## src/rtl/alu_pkg.sv

```systemverilog
// Shared opcode, flag-index and FSM-state definitions for the ALU arbiter slice.
package alu_pkg;

    localparam logic [1:0] ALU_ADD = 2'b00;
    localparam logic [1:0] ALU_SUB = 2'b01;
    localparam logic [1:0] ALU_AND = 2'b10;
    localparam logic [1:0] ALU_OR  = 2'b11;

    localparam int FLAG_Z = 3;
    localparam int FLAG_N = 2;
    localparam int FLAG_C = 1;
    localparam int FLAG_V = 0;

    typedef enum logic [1:0] {
        ST_IDLE = 2'd0,
        ST_EXEC = 2'd1,
        ST_RESP = 2'd2
    } state_e;

endpackage

```

## src/rtl/alu_arbiter_alu.sv

```systemverilog
// Purely combinational ALU: ADD/SUB/AND/OR with Zero/Negative/Carry/Overflow flags.
module alu_arbiter_alu
    import alu_pkg::*;
#(
    parameter int WIDTH = 32
) (
    input  logic [WIDTH-1:0] OperA,
    input  logic [WIDTH-1:0] OperB,
    input  logic [1:0]       ALU_Code,
    output logic [WIDTH-1:0] Result,
    output logic             Zero,
    output logic             Negative,
    output logic             Carry,
    output logic             Overflow
);

    logic             is_sub;
    logic             is_arith;
    logic [WIDTH-1:0] b_eff;
    logic [WIDTH:0]   sum;

    always_comb begin
        is_sub   = (ALU_Code == ALU_SUB);
        is_arith = (ALU_Code == ALU_ADD) || is_sub;
        // SUB is A + ~B + 1 so both ops share one adder and one carry-out
        b_eff    = is_sub ? ~OperB : OperB;
        sum      = {1'b0, OperA} + {1'b0, b_eff} + {{WIDTH{1'b0}}, is_sub};
        case (ALU_Code)
            ALU_AND: Result = OperA & OperB;
            ALU_OR:  Result = OperA | OperB;
            default: Result = sum[WIDTH-1:0];
        endcase
        Carry    = is_arith & sum[WIDTH];
        Overflow = is_arith & (OperA[WIDTH-1] == b_eff[WIDTH-1])
                            & (Result[WIDTH-1] != OperA[WIDTH-1]);
        Zero     = (Result == '0);
        Negative = Result[WIDTH-1];
    end

endmodule

```

## src/rtl/alu_arbiter.sv

```systemverilog
// Round-robin arbiter sharing one registered ALU between two valid/ready requesters.
module alu_arbiter
    import alu_pkg::*;
#(
    parameter int WIDTH = 32,
    parameter int CNT_W = 16
) (
    input  logic             Clk,
    input  logic             Reset_n,
    input  logic             Req0_Valid,
    output logic             Req0_Ready,
    input  logic [WIDTH-1:0] Req0_OperA,
    input  logic [WIDTH-1:0] Req0_OperB,
    input  logic [1:0]       Req0_Code,
    input  logic             Req1_Valid,
    output logic             Req1_Ready,
    input  logic [WIDTH-1:0] Req1_OperA,
    input  logic [WIDTH-1:0] Req1_OperB,
    input  logic [1:0]       Req1_Code,
    output logic             Rsp_Valid,
    input  logic             Rsp_Ready,
    output logic             Rsp_Id,
    output logic [WIDTH-1:0] Rsp_Result,
    output logic [3:0]       Rsp_Flags,
    output logic [CNT_W-1:0] Op_Count,
    output logic             Busy
);

    state_e           state_q;
    logic             last_grant_q;
    logic             id_q;
    logic             rsp_id_q;
    logic             rsp_valid_q;
    logic [WIDTH-1:0] oper_a_q;
    logic [WIDTH-1:0] oper_b_q;
    logic [1:0]       code_q;
    logic [WIDTH-1:0] result_q;
    logic [3:0]       flags_q;
    logic [CNT_W-1:0] count_q;
    logic [CNT_W-1:0] count_d;
    logic [3:0]       flags_d;

    logic             grant;
    logic             slot_free;
    logic             accept;
    logic [WIDTH-1:0] alu_result;
    logic             alu_z, alu_n, alu_c, alu_v;

    always_comb begin
        // With both requesting, the port that did not win last time goes next
        grant     = (Req0_Valid & Req1_Valid) ? ~last_grant_q : Req1_Valid;
        slot_free = Reset_n & ((state_q == ST_IDLE) | ((state_q == ST_RESP) & Rsp_Ready));
        accept    = slot_free & (Req0_Valid | Req1_Valid);
        Req0_Ready = slot_free & Req0_Valid & ~grant;
        Req1_Ready = slot_free & Req1_Valid & grant;
        count_d   = count_q + 1'b1;
        flags_d         = '0;
        flags_d[FLAG_Z] = alu_z;
        flags_d[FLAG_N] = alu_n;
        flags_d[FLAG_C] = alu_c;
        flags_d[FLAG_V] = alu_v;
    end

    always_ff @(posedge Clk) begin
        if (accept) begin
            oper_a_q <= grant ? Req1_OperA : Req0_OperA;
            oper_b_q <= grant ? Req1_OperB : Req0_OperB;
            code_q   <= grant ? Req1_Code  : Req0_Code;
        end
    end

    alu_arbiter_alu #(.WIDTH(WIDTH)) u_alu (
        .OperA    (oper_a_q),
        .OperB    (oper_b_q),
        .ALU_Code (code_q),
        .Result   (alu_result),
        .Zero     (alu_z),
        .Negative (alu_n),
        .Carry    (alu_c),
        .Overflow (alu_v)
    );

    always_ff @(posedge Clk or negedge Reset_n) begin
        if (!Reset_n) begin
            state_q      <= ST_IDLE;
            last_grant_q <= 1'b1;
            id_q         <= 1'b0;
            rsp_id_q     <= 1'b0;
            rsp_valid_q  <= 1'b0;
            result_q     <= '0;
            flags_q      <= '0;
            count_q      <= '0;
        end else begin
            if (accept) begin
                last_grant_q <= grant;
                id_q         <= grant;
            end
            case (state_q)
                ST_IDLE: if (accept) state_q <= ST_EXEC;
                ST_EXEC: begin
                    result_q    <= alu_result;
                    flags_q     <= flags_d;
                    rsp_id_q    <= id_q;
                    rsp_valid_q <= 1'b1;
                    state_q     <= ST_RESP;
                end
                ST_RESP: if (Rsp_Ready) begin
                    count_q     <= count_d;
                    rsp_valid_q <= 1'b0;
                    state_q     <= accept ? ST_EXEC : ST_IDLE;
                end
                default: state_q <= ST_IDLE;
            endcase
        end
    end

    assign Rsp_Valid  = rsp_valid_q;
    assign Rsp_Id     = rsp_id_q;
    assign Rsp_Result = result_q;
    assign Rsp_Flags  = flags_q;
    assign Op_Count   = count_q;
    assign Busy       = (state_q != ST_IDLE);

endmodule

```

## config.mk

```make
export PLATFORM = sky130hd
export DESIGN_NAME = alu_arbiter
export DESIGN_NICKNAME = d
export VERILOG_FILES = /design/src/rtl/alu_pkg.sv /design/src/rtl/alu_arbiter_alu.sv /design/src/rtl/alu_arbiter.sv
export SDC_FILE = /design/constraint.sdc
export NUM_CORES = 1
export LEC_CHECK = 0
export CORE_UTILIZATION = 50
export DETAILED_ROUTE_END_ITERATION = 10
export HOLD_SLACK_MARGIN = 0.06
export MAX_ROUTING_LAYER = met4
export PLACE_DENSITY = 0.86
export SLEW_MARGIN = 40
export SYNTH_ARGS = -nofsm -noshare
export SYNTH_HDL_FRONTEND = slang
export SYNTH_SLANG_ARGS = --single-unit
export TNS_END_PERCENT = 100
```

## constraint.sdc

```tcl
create_clock -name Clk -period 8.8 [get_ports Clk]
set_clock_uncertainty 0.2 [all_clocks]
set_input_delay 2.64 -clock Clk [delete_from_list [all_inputs] [get_ports Clk]]
set_output_delay 2.64 -clock Clk [all_outputs]
set_load 0.02 [all_outputs]
```

==> summary.md <==
| Metric | Value |
|---|---|
| Die area | `16500 um^2` |
| Number of flops mapped to enable cells by yosys | `66` |
| Worst-case reg-to-reg path depth | `17` |
| WL/cell | `17.6 um` |
| Non-Filler Instances | `1179` |
| Worst min-delay path endpoint | `Op_Count[15]$_DFFE_PN0P_` |
| RSZ-0062 raised after global routing | `false` |
| Vias/cell | `5.73` |
| Post-DP HPWL | `15.0 mm` |
| YS warnings | `0` |
| DRC violations left | `0` |
| PD cells | `237 nW/um^2` |
| Asr flop ratio synth | `0.463` |
| Hold Path Class | `reg2reg` |
| Total gr overflow | `0` |
| Row count | `45` |
| Average cell area after synthesis | `10.3 um^2` |
| First-pass GRT wire length | `33.0 mm` |
| Util after Layout | `0.695` |
| Placement Setup Slack | `1.21 ns` |
| CP Capture Type | `primary output` |
| Starting Density | `0.518` |
| Hold buffers post-CTS | `0` |
| CP Class | `in2out` |
| Synth Flop Type | `edfxtp_1` |
| Status | `finished clean` |
| CTS tree | `yes` |
| Largest net degree at the start of global routing | `67` |
| Final instance area | `10700 um^2` |
| Total negative slack | `0 ns` |
| Hold slack | `0.274 ns` |
| Routed wire length | `20.8 mm` |
| CP dominant cell by count | `clkdlybuf4s50_1` |
| F_max | `0.140 GHz` |
| Post-Place Cells | `1146` |
| Post-synth cell types | `67` |
| Clock buffer count from CTS | `17` |
| Count of pins over their slew limit | `0` |
| Slowest Stage Delay on Critical Path | `0.60 ns` |
| Worst Path Arrival | `4.32 ns` |
| Hold path cells | `1` |
| Cell Chain, Critical Path | `clkdlybuf4s50_1 -> a21boi_4 -> nand2_1 -> inv_1 -> clkdlybuf4s50_1` |
| DRT Pass-1 Iters | `6` |
| Core footprint | `15400 um^2` |
| LEAKAGE | `4.20 nW` |
| Worst r2r src | `code_q[1]$_DFFE_PP_` |
| FF-to-FF End | `Rsp_Flags[3]$_DFFE_PN0P_` |
| H-tree level count | `4` |
| Fin crit share | `0.813` |
| Routed vias | `6751` |
| Data required, critical path | `5.96 ns` |
| Buf/Inv on CP | `3` |
| #FFs+latches synth | `123` |
| Post-CTS resize count | `0` |
| N_diodes | `0` |
| Initial antenna violation count | `0` |
| Synth area leader | `edfxtp_1` |
| Setup ws final | `1.64 ns` |
| Synth-to-Final Area Change | `34.0%` |
| Most common cell in the netlist | `nand2_1` |
| Clock Path Buffers | `2` |
| Worst ir drop on vdd | `0.147 mV` |
| Final Hold Violating Endpoints | `0` |
| Synthesized area | `8000 um^2` |
| Worst-Skew Late Latency | `0.43 ns` |
| Final setup viols | `0` |
| Slowest-stage cell, CP | `clkdlybuf4s50_1` |
| Fin crit period | `7.16 ns` |
| CP Launch Type | `input pin` |
| Synth top cells by count | `90 x nand2_1, 75 x mux2_2, 66 x edfxtp_1` |
| Slew @ Worst Pin | `0.903 ns` |
| Post-CTS setup buffer count | `0` |
| Final RePlAce weighted congestion | `0.948` |
| Cells after synthesis | `774` |
| Chip Height | `128 um` |
| Vias in the first global route | `6696` |
| GRT Total Usage | `0.269` |
| Cell family with most CP delay | `buffers and inverters` |
| Layout cells sized above 1 | `0.137` |
| Slew margin rel. | `0.383` |
| Die width | `128 um` |
| Placed inst area | `10100 um^2` |
| Area contributors post-synth | `edfxtp_1 25%, dfrtp_1 18%, mux2_2 11%` |
| Clk root buf | `clkbuf_16` |
| Port Buffers | `193` |
| Pwr Total | `2.54 mW` |
| I/O pin cnt | `194` |
| Sequential fraction of the synthesis area | `0.426` |
| Layout net count | `1128` |
| Sink Count | `123` |
| Clock transition at the registers of the reported paths | `0.06 ns` |
| Initial DRC count | `548` |
| Crit-path max FO | `8` |
| # Max-Cap Violations | `0` |
| Reg2reg setup slack | `3.09 ns` |
| Final antenna-violating net count | `0` |
| Top-area cell type share of the netlist area | `0.248` |
| Syn Nets | `947` |
| Min-Delay Startpoint | `Op_Count[15]$_DFFE_PN0P_` |
==> sequential cells by signal, summed over array words and instances, names as in the netlist, 2 cells and up <==
name / flops
oper_b_q: 32
oper_a_q: 32
state_q: 2
code_q: 2
Rsp_Flags: 4
Op_Count: 16
Rsp_Result: 31
==> cell type report <==
class                           instances  area, um^2
Sequential cell                       123        3410
Inverter                               15        56.3
Tap cell                              211         264
Timing Repair Buffer                  201        2000
Clock inverter                         11         104
Multi-Input combinational cell        597        4390
Fill cell                            1173        4710
Clock buffer                           21         493
==> layer usage <==
metal	share of wire	track usage	vias up
met4	0.021	0.103	0
met1	0.42	0.316	3198
li1	-	-	3233
met3	0.069	0.0628	40
met5	0	-	-
met2	0.49	0.448	280
==> power by group <==
part           switching, mW  internal, mW  total (mW)
Combinational          0.552         0.469        1.02
Clock                  0.267         0.431       0.699
Sequential            0.0783         0.739       0.817
==> worst max path at each step <==
stage	from	endpoint	slack (ns)	cells past startpoint
final	Req1_Valid	Req1_Ready	1.64	5
after CTS	Req0_Valid	Req1_Ready	1.21	5
after detailed placement	Req0_Valid	Req1_Ready	1.21	5
after global placement	Req0_Valid	Req1_Ready	1.25	5
after floorplan	Req1_Valid	Req1_Ready	2.08	5
after global routing	Req1_Valid	Req1_Ready	1.58	5
==> logic make-up after synthesis <==
group	count (synthesis)	share of synthesized area
XOR/XNOR	67	0.0734
AND/OR/NAND/NOR	192	0.113
multiplexers	86	0.119
buffers and inverters	54	0.0263
flip-flops	123	0.426
AO/OA/AOI/OAI	194	0.156
adder cells (fa/ha/maj)	58	0.0848
==> layout by cell type, fill, tap and decap left out, types with 11 or more instances in the layout <==
| master | Yosys | layout |
|---|---|---|
| clkdlybuf4s50_1 | 0 | 192 |
| clkbuf_16 | 0 | 19 |
| ha_1 | 35 | 35 |
| maj3_1 | 22 | 22 |
| nand4_1 | 13 | 13 |
| inv_1 | 15 | 13 |
| o21ai_0 | 64 | 64 |
| xnor2_1 | 49 | 49 |
| edfxtp_1 | 66 | 66 |
| nand2_1 | 90 | 89 |
| dfrtp_1 | 56 | 56 |
| mux2i_1 | 11 | 11 |
| nor2_1 | 36 | 36 |
| xor2_1 | 18 | 18 |
| mux2_2 | 75 | 75 |
| a21oi_1 | 46 | 46 |
Note: power is estimated with default switching activity, not from simulation.
==> edit 1: new RTL, same settings <==
`WIDTH` is set to 32 in 2 places; all go to 24.
--- a/src/rtl/alu_arbiter_alu.sv
+++ b/src/rtl/alu_arbiter_alu.sv
@@ -3,5 +3,5 @@
     import alu_pkg::*;
 #(
-    parameter int WIDTH = 32
+    parameter int WIDTH = 24
 ) (
     input  logic [WIDTH-1:0] OperA,
--- a/src/rtl/alu_arbiter.sv
+++ b/src/rtl/alu_arbiter.sv
@@ -3,5 +3,5 @@
     import alu_pkg::*;
 #(
-    parameter int WIDTH = 32,
+    parameter int WIDTH = 24,
     parameter int CNT_W = 16
 ) (
Interface: changed (5 resized); port bits go from 194 to 154. No check against the original RTL was run, so the function may have changed too.
==> edit 1 against the original RTL <==
Count of clock-buffer cells in the layout fell by 12. Power fell by 28%. Highest routed layer unchanged. Sequential cell count is 24 lower. Cell count shrank 21%. Synthesized area down 20%. Final area decreased by 22%. Register-to-register slack improved by 0.98 ns. Clock power fell by 44%. Routed wire length is 25% lower. Setup slack gained 0.045 ns. Non-clock buffer count fell by 41. Sequential power down 20%.
==> edit 1: results (changes against the original RTL) <==
| Metric | Value |
|---|---|
| DR vias/cell | `5.60 (-2.2%)` |
| Vias in the first global route | `5,159 (-23%)` |
| Largest cells by area after synthesis | `edfxtp_1, dfrtp_1, mux2_2` |
| Detailed-route wire length | `15.5 mm (-25%)` |
| Pre-Repair DR Iteration Count | `5 (-1)` |
| Number of synthesized flops with an enable pin | `50 (-24%)` |
| NumNets Final | `890 (-21%)` |
| Critical Path Fanout Max | `3 (-5)` |
| Async S/R FF share, synth | `49.5% (+3.2 points)` |
| GPL Wtd Cong | `0.874 (-7.8%)` |
| First-pass GRT wire length | `24.9 mm (-24%)` |
| CTS buffer count | `9 (-8)` |
| Layout cell share with drive strength beyond 1 | `13.0% (-0.75 points)` |
| Post-synthesis xor/xnor area fraction | `6.14% (-1.2 points)` |
| First DRT Iteration DRCs | `298 (-46%)` |
| Leak Pwr | `3.33 nW (-21%)` |
| Synth Area in Compound Gates | `13.1% (-2.5 points)` |
| Largest net degree at the start of global routing | `51 (-24%)` |
| Htree depth | `3 (-1)` |
| Hold Startpoint | `id_q` |
| Least-Margin Pin Slew | `0.774 ns (-0.129 ns)` |
| Syn nets | `747 (-21%)` |
| Status | `complete, no violations` |
| Hold Worst Slack | `0.268 ns (-0.00612 ns)` |
| Worst VDD drop | `0.0000977 V (-33%)` |
| GRT Overall Usage | `25.1% (-1.9 points)` |
| Reg2reg start | `code_q[0]` |
-- edit 1: cell types whose count changed after synthesis, sizes merged, moves of 11 or more --
cell / before / now
o21ai: 67 / 35
edfxtp: 66 / 50
xnor2: 49 / 13
nand2: 90 / 64
nand3: 6 / 17
a21oi: 48 / 24
mux2: 75 / 58
xor2: 18 / 32
-- edit 1: cells by family after synthesis --
group | Yosys count
simple gates | 189
compound gates | 125
flops | 99
mux | 62
fa+ha+maj | 48
buf+inv | 46
xor+xnor | 45
-- edit 1: routing by layer --
layer | up-vias | track usage [%] | share of wire (%)
li1 | 2541 | - | -
met1 | 2482 | 31.8 | 46
met2 | 187 | 40.5 | 47
met3 | 21 | 3.74 | 5.2
met4 | 0 | 9.44 | 1.5
met5 | - | - | 0
-- edit 1: area by class of cell --
type	count	area, um^2
Fill cell	965	4220
Multi-Input combinational cell	469	3460
Sequential cell	99	2730
Timing Repair Buffer	160	1580
Clock buffer	9	225
Tap cell	172	215
Inverter	18	70.1
Clock inverter	7	67.6
-- edit 1: worst paths after layout --
kind	cells after the start	endpoint
max	5	Req0_Ready
min	2	Rsp_Id
max reg2reg	15	Rsp_Flags[3]
min reg2reg	2	Rsp_Id
max in group asynchronous	2	Rsp_Result[9]
min in group asynchronous	2	state_q[1]
-- edit 1: where the power goes --
group / leakage [nW] / internal [mW] / switching (mW)
registers: 1.09 / 0.589 / 0.0628
logic: 2.10 / 0.361 / 0.410
clock network: 0.142 / 0.200 / 0.191
total: 3.33 / 1.15 / 0.664
-- edit 1: worst register-to-register path, delay by kind of cell (launching register included) --
family,cells,cell delay (ns)
AND/OR/NAND/NOR,5,1.38
AO/OA/AOI/OAI,5,1.24
buffers and inverters,3,0.82
adder cells (fa/ha/maj),1,0.45
flip-flops,1,0.32
XOR/XNOR,1,0.25
-- edit 1: per-stage QoR --
stage | cell area [um^2] | std cells | utilization (%) | setup slack, ns
after global routing | 8350 | 934 | 66.4 | 1.63
after detailed placement | 8060 | 918 | 64.1 | 1.70
after CTS | 8350 | 934 | 66.4 | 1.68
after global placement | 8050 | 918 | 64.1 | 1.73
after floorplan | 6420 | 614 | - | 2.33
final | 8350 | 934 | 66.4 | 1.69
==> edit 2: new RTL, same settings <==
Without the edit above. Re-encode `state_e` (3 states) as one-hot, 3 bits wide.
--- a/src/rtl/alu_pkg.sv
+++ b/src/rtl/alu_pkg.sv
@@ -12,8 +12,8 @@
     localparam int FLAG_V = 0;
 
-    typedef enum logic [1:0] {
-        ST_IDLE = 2'd0,
-        ST_EXEC = 2'd1,
-        ST_RESP = 2'd2
+    typedef enum logic [2:0] {
+        ST_IDLE = 3'b001,
+        ST_EXEC = 3'b010,
+        ST_RESP = 3'b100
     } state_e;
 
Formal check against the unedited RTL: same outputs for any inputs over 4 cycles, from zero or initial values and one cycle with Reset_n low; so few cycles prove little.
==> edit 2 against the original RTL <==
Setup slack worse by 0.60 ns. Die area is 2.1% higher. Largest cell class unchanged. Sequential cell count is 1 higher. Count of clock-buffer cells in the layout is 2 lower. Critical endpoint unchanged. Routed wire length is 1.1% lower. Final area is 1.5% higher. Critical path type unchanged. Synthesized area is 2.1% higher. Power is 21% higher.
==> edit 2: results (changes against the original RTL) <==
| Metric | Value |
|---|---|
| Fraction of area in registers | `31.6% (-0.22 points)` |
| Detailed-route wire length | `20.6 mm (-1.1%)` |
| NumNets Final | `1,160 (+2.8%)` |
| CLK BUF | `19 (-9.5%)` |
| Die X | `130 um (+1.1%)` |
| Inverters, non-clock | `20 (+5)` |
| Status | `complete, no violations` |
| Clock sink count | `124 (+0.81%)` |
| Post-DP Area | `0.0103 mm^2 (+1.7%)` |
| Leak Pwr | `4.22 nW (+0.49%)` |
| Worst rel slew slack | `46.9% (+8.7 points)` |
| Hold/Removal Path Class | `reg2reg` |
| FILL cells | `1,215 (+3.6%)` |
| Met2 GRT Util | `40.5% (-4.3 points)` |
| Met3 GRT Util | `4.35% (-1.9 points)` |
| First DRT Iteration DRCs | `574 (+4.7%)` |
| Routed wl met3 | `1.48 mm (+3.6%)` |
| R2R depth | `16 (-1)` |
| GRT Overall Usage | `25.9% (-1.1 points)` |
| Fraction of area in multi-input gates | `41.4% (+0.38 points)` |
| Critical Path Fanout Max | `7 (-1)` |
| Async S/R FF share, synth | `46.8% (+0.43 points)` |
| Synth unique cells | `72 (+7.5%)` |
| Via count | `6,968 (+3.2%)` |
| Vias in the first global route | `6,512 (-2.7%)` |
| Post-CTS resize count | `0 (unchanged)` |
| Ant diodes | `0 (unchanged)` |
| First-pass GRT wire length | `32.5 mm (-1.7%)` |
| DP HPWL | `15.3 mm (+2.1%)` |
| Seq/Total Area, Yosys | `42.1% (-0.57 points)` |
| Layout cell share with drive strength beyond 1 | `13.9% (+0.17 points)` |
| GPL Wtd Cong | `0.911 (-3.8%)` |
| WHS Path Cells | `2 (+1)` |
| Largest net degree at the start of global routing | `67 (unchanged)` |
| Syn nets | `983 (+3.8%)` |
| Met1 usage | `34.3% (+2.7 points)` |
| CTS buffer count | `17 (unchanged)` |
| Pre-Repair DR Iteration Count | `5 (-1)` |
| Largest cells by area after synthesis | `edfxtp_1, dfrtp_1, mux2_2` |
| Worst VDD drop | `0.000175 V (+19%)` |
| Crit path arrival time | `4.92 ns (+0.60 ns)` |
| Clock tree cell share of total cell area | `5.52% (-0.046 points)` |
| Number of multi-input logic gates | `621 (+4.0%)` |
| Bufs w/o clock | `202 (+0.50%)` |
| Detailed route wirelength on metal2 | `9.73 mm (-4.6%)` |
| Top post-synthesis cells by count | `nand2_1, mux2_2, edfxtp_1, dfrtp_1, o21ai_0` |
edit 2: cell types whose count changed after synthesis, moves of 5 or more:
cell	before	now
nor3_1	5	15
o21a_1	6	16
o21ai_0	64	55
mux2i_1	11	5
a21oi_1	46	39
nand3_1	6	17
a31oi_1	5	16
nor2b_1	2	7
xor2_1	18	13
edit 2: worst max-delay path, stage by stage:
cell	delay, ns
clkdlybuf4s50_1	0.49
nand2_1	0.06
nor3_1	0.53
o21ai_0	0.30
nand2b_1	0.24
inv_1	0.06
clkdlybuf4s50_1	0.59
edit 2: kinds of logic after synthesis:
kind of cell	count (synthesis)	share of synthesized area, %
compound gates	202	16.4
xor+xnor	59	6.33
fa+ha+maj	58	8.33
buf+inv	64	3.05
flops	124	42.1
mux	77	10.5
simple gates	225	13.3
edit 2: report_power, final:
part,total (mW),internal (mW),leakage [nW],switching [mW]
Clock,0.702,0.427,0.296,0.275
Combinational,1.47,0.647,2.57,0.824
Sequential,0.890,0.786,1.35,0.104
edit 2: path summary, 6_finish.rpt:
check / to / slack, ns / startpoint
max: Req1_Ready / 1.04 / Rsp_Ready
min: Rsp_Result[3] / 0.27 / Rsp_Result[3]
max reg2reg: Rsp_Flags[3] / 3.84 / code_q[1]
min reg2reg: Rsp_Result[3] / 0.27 / Rsp_Result[3]
max in group asynchronous: Op_Count[9] / 5.69 / Reset_n
min in group asynchronous: Rsp_Result[6] / 2.24 / Reset_n
edit 2: metrics by stage:
stage	util, %	power (mW)	setup WS, ns	hold slack (ns)	std cells
after floorplan	-	1.85	2.11	0.239	809
after global placement	64.4	2.31	1.12	0.254	1183
after detailed placement	64.4	2.34	1.08	0.271	1183
after CTS	68.2	3.05	1.08	0.283	1215
after global routing	68.2	3.24	0.879	0.298	1215
final	68.2	3.06	1.04	0.275	1215
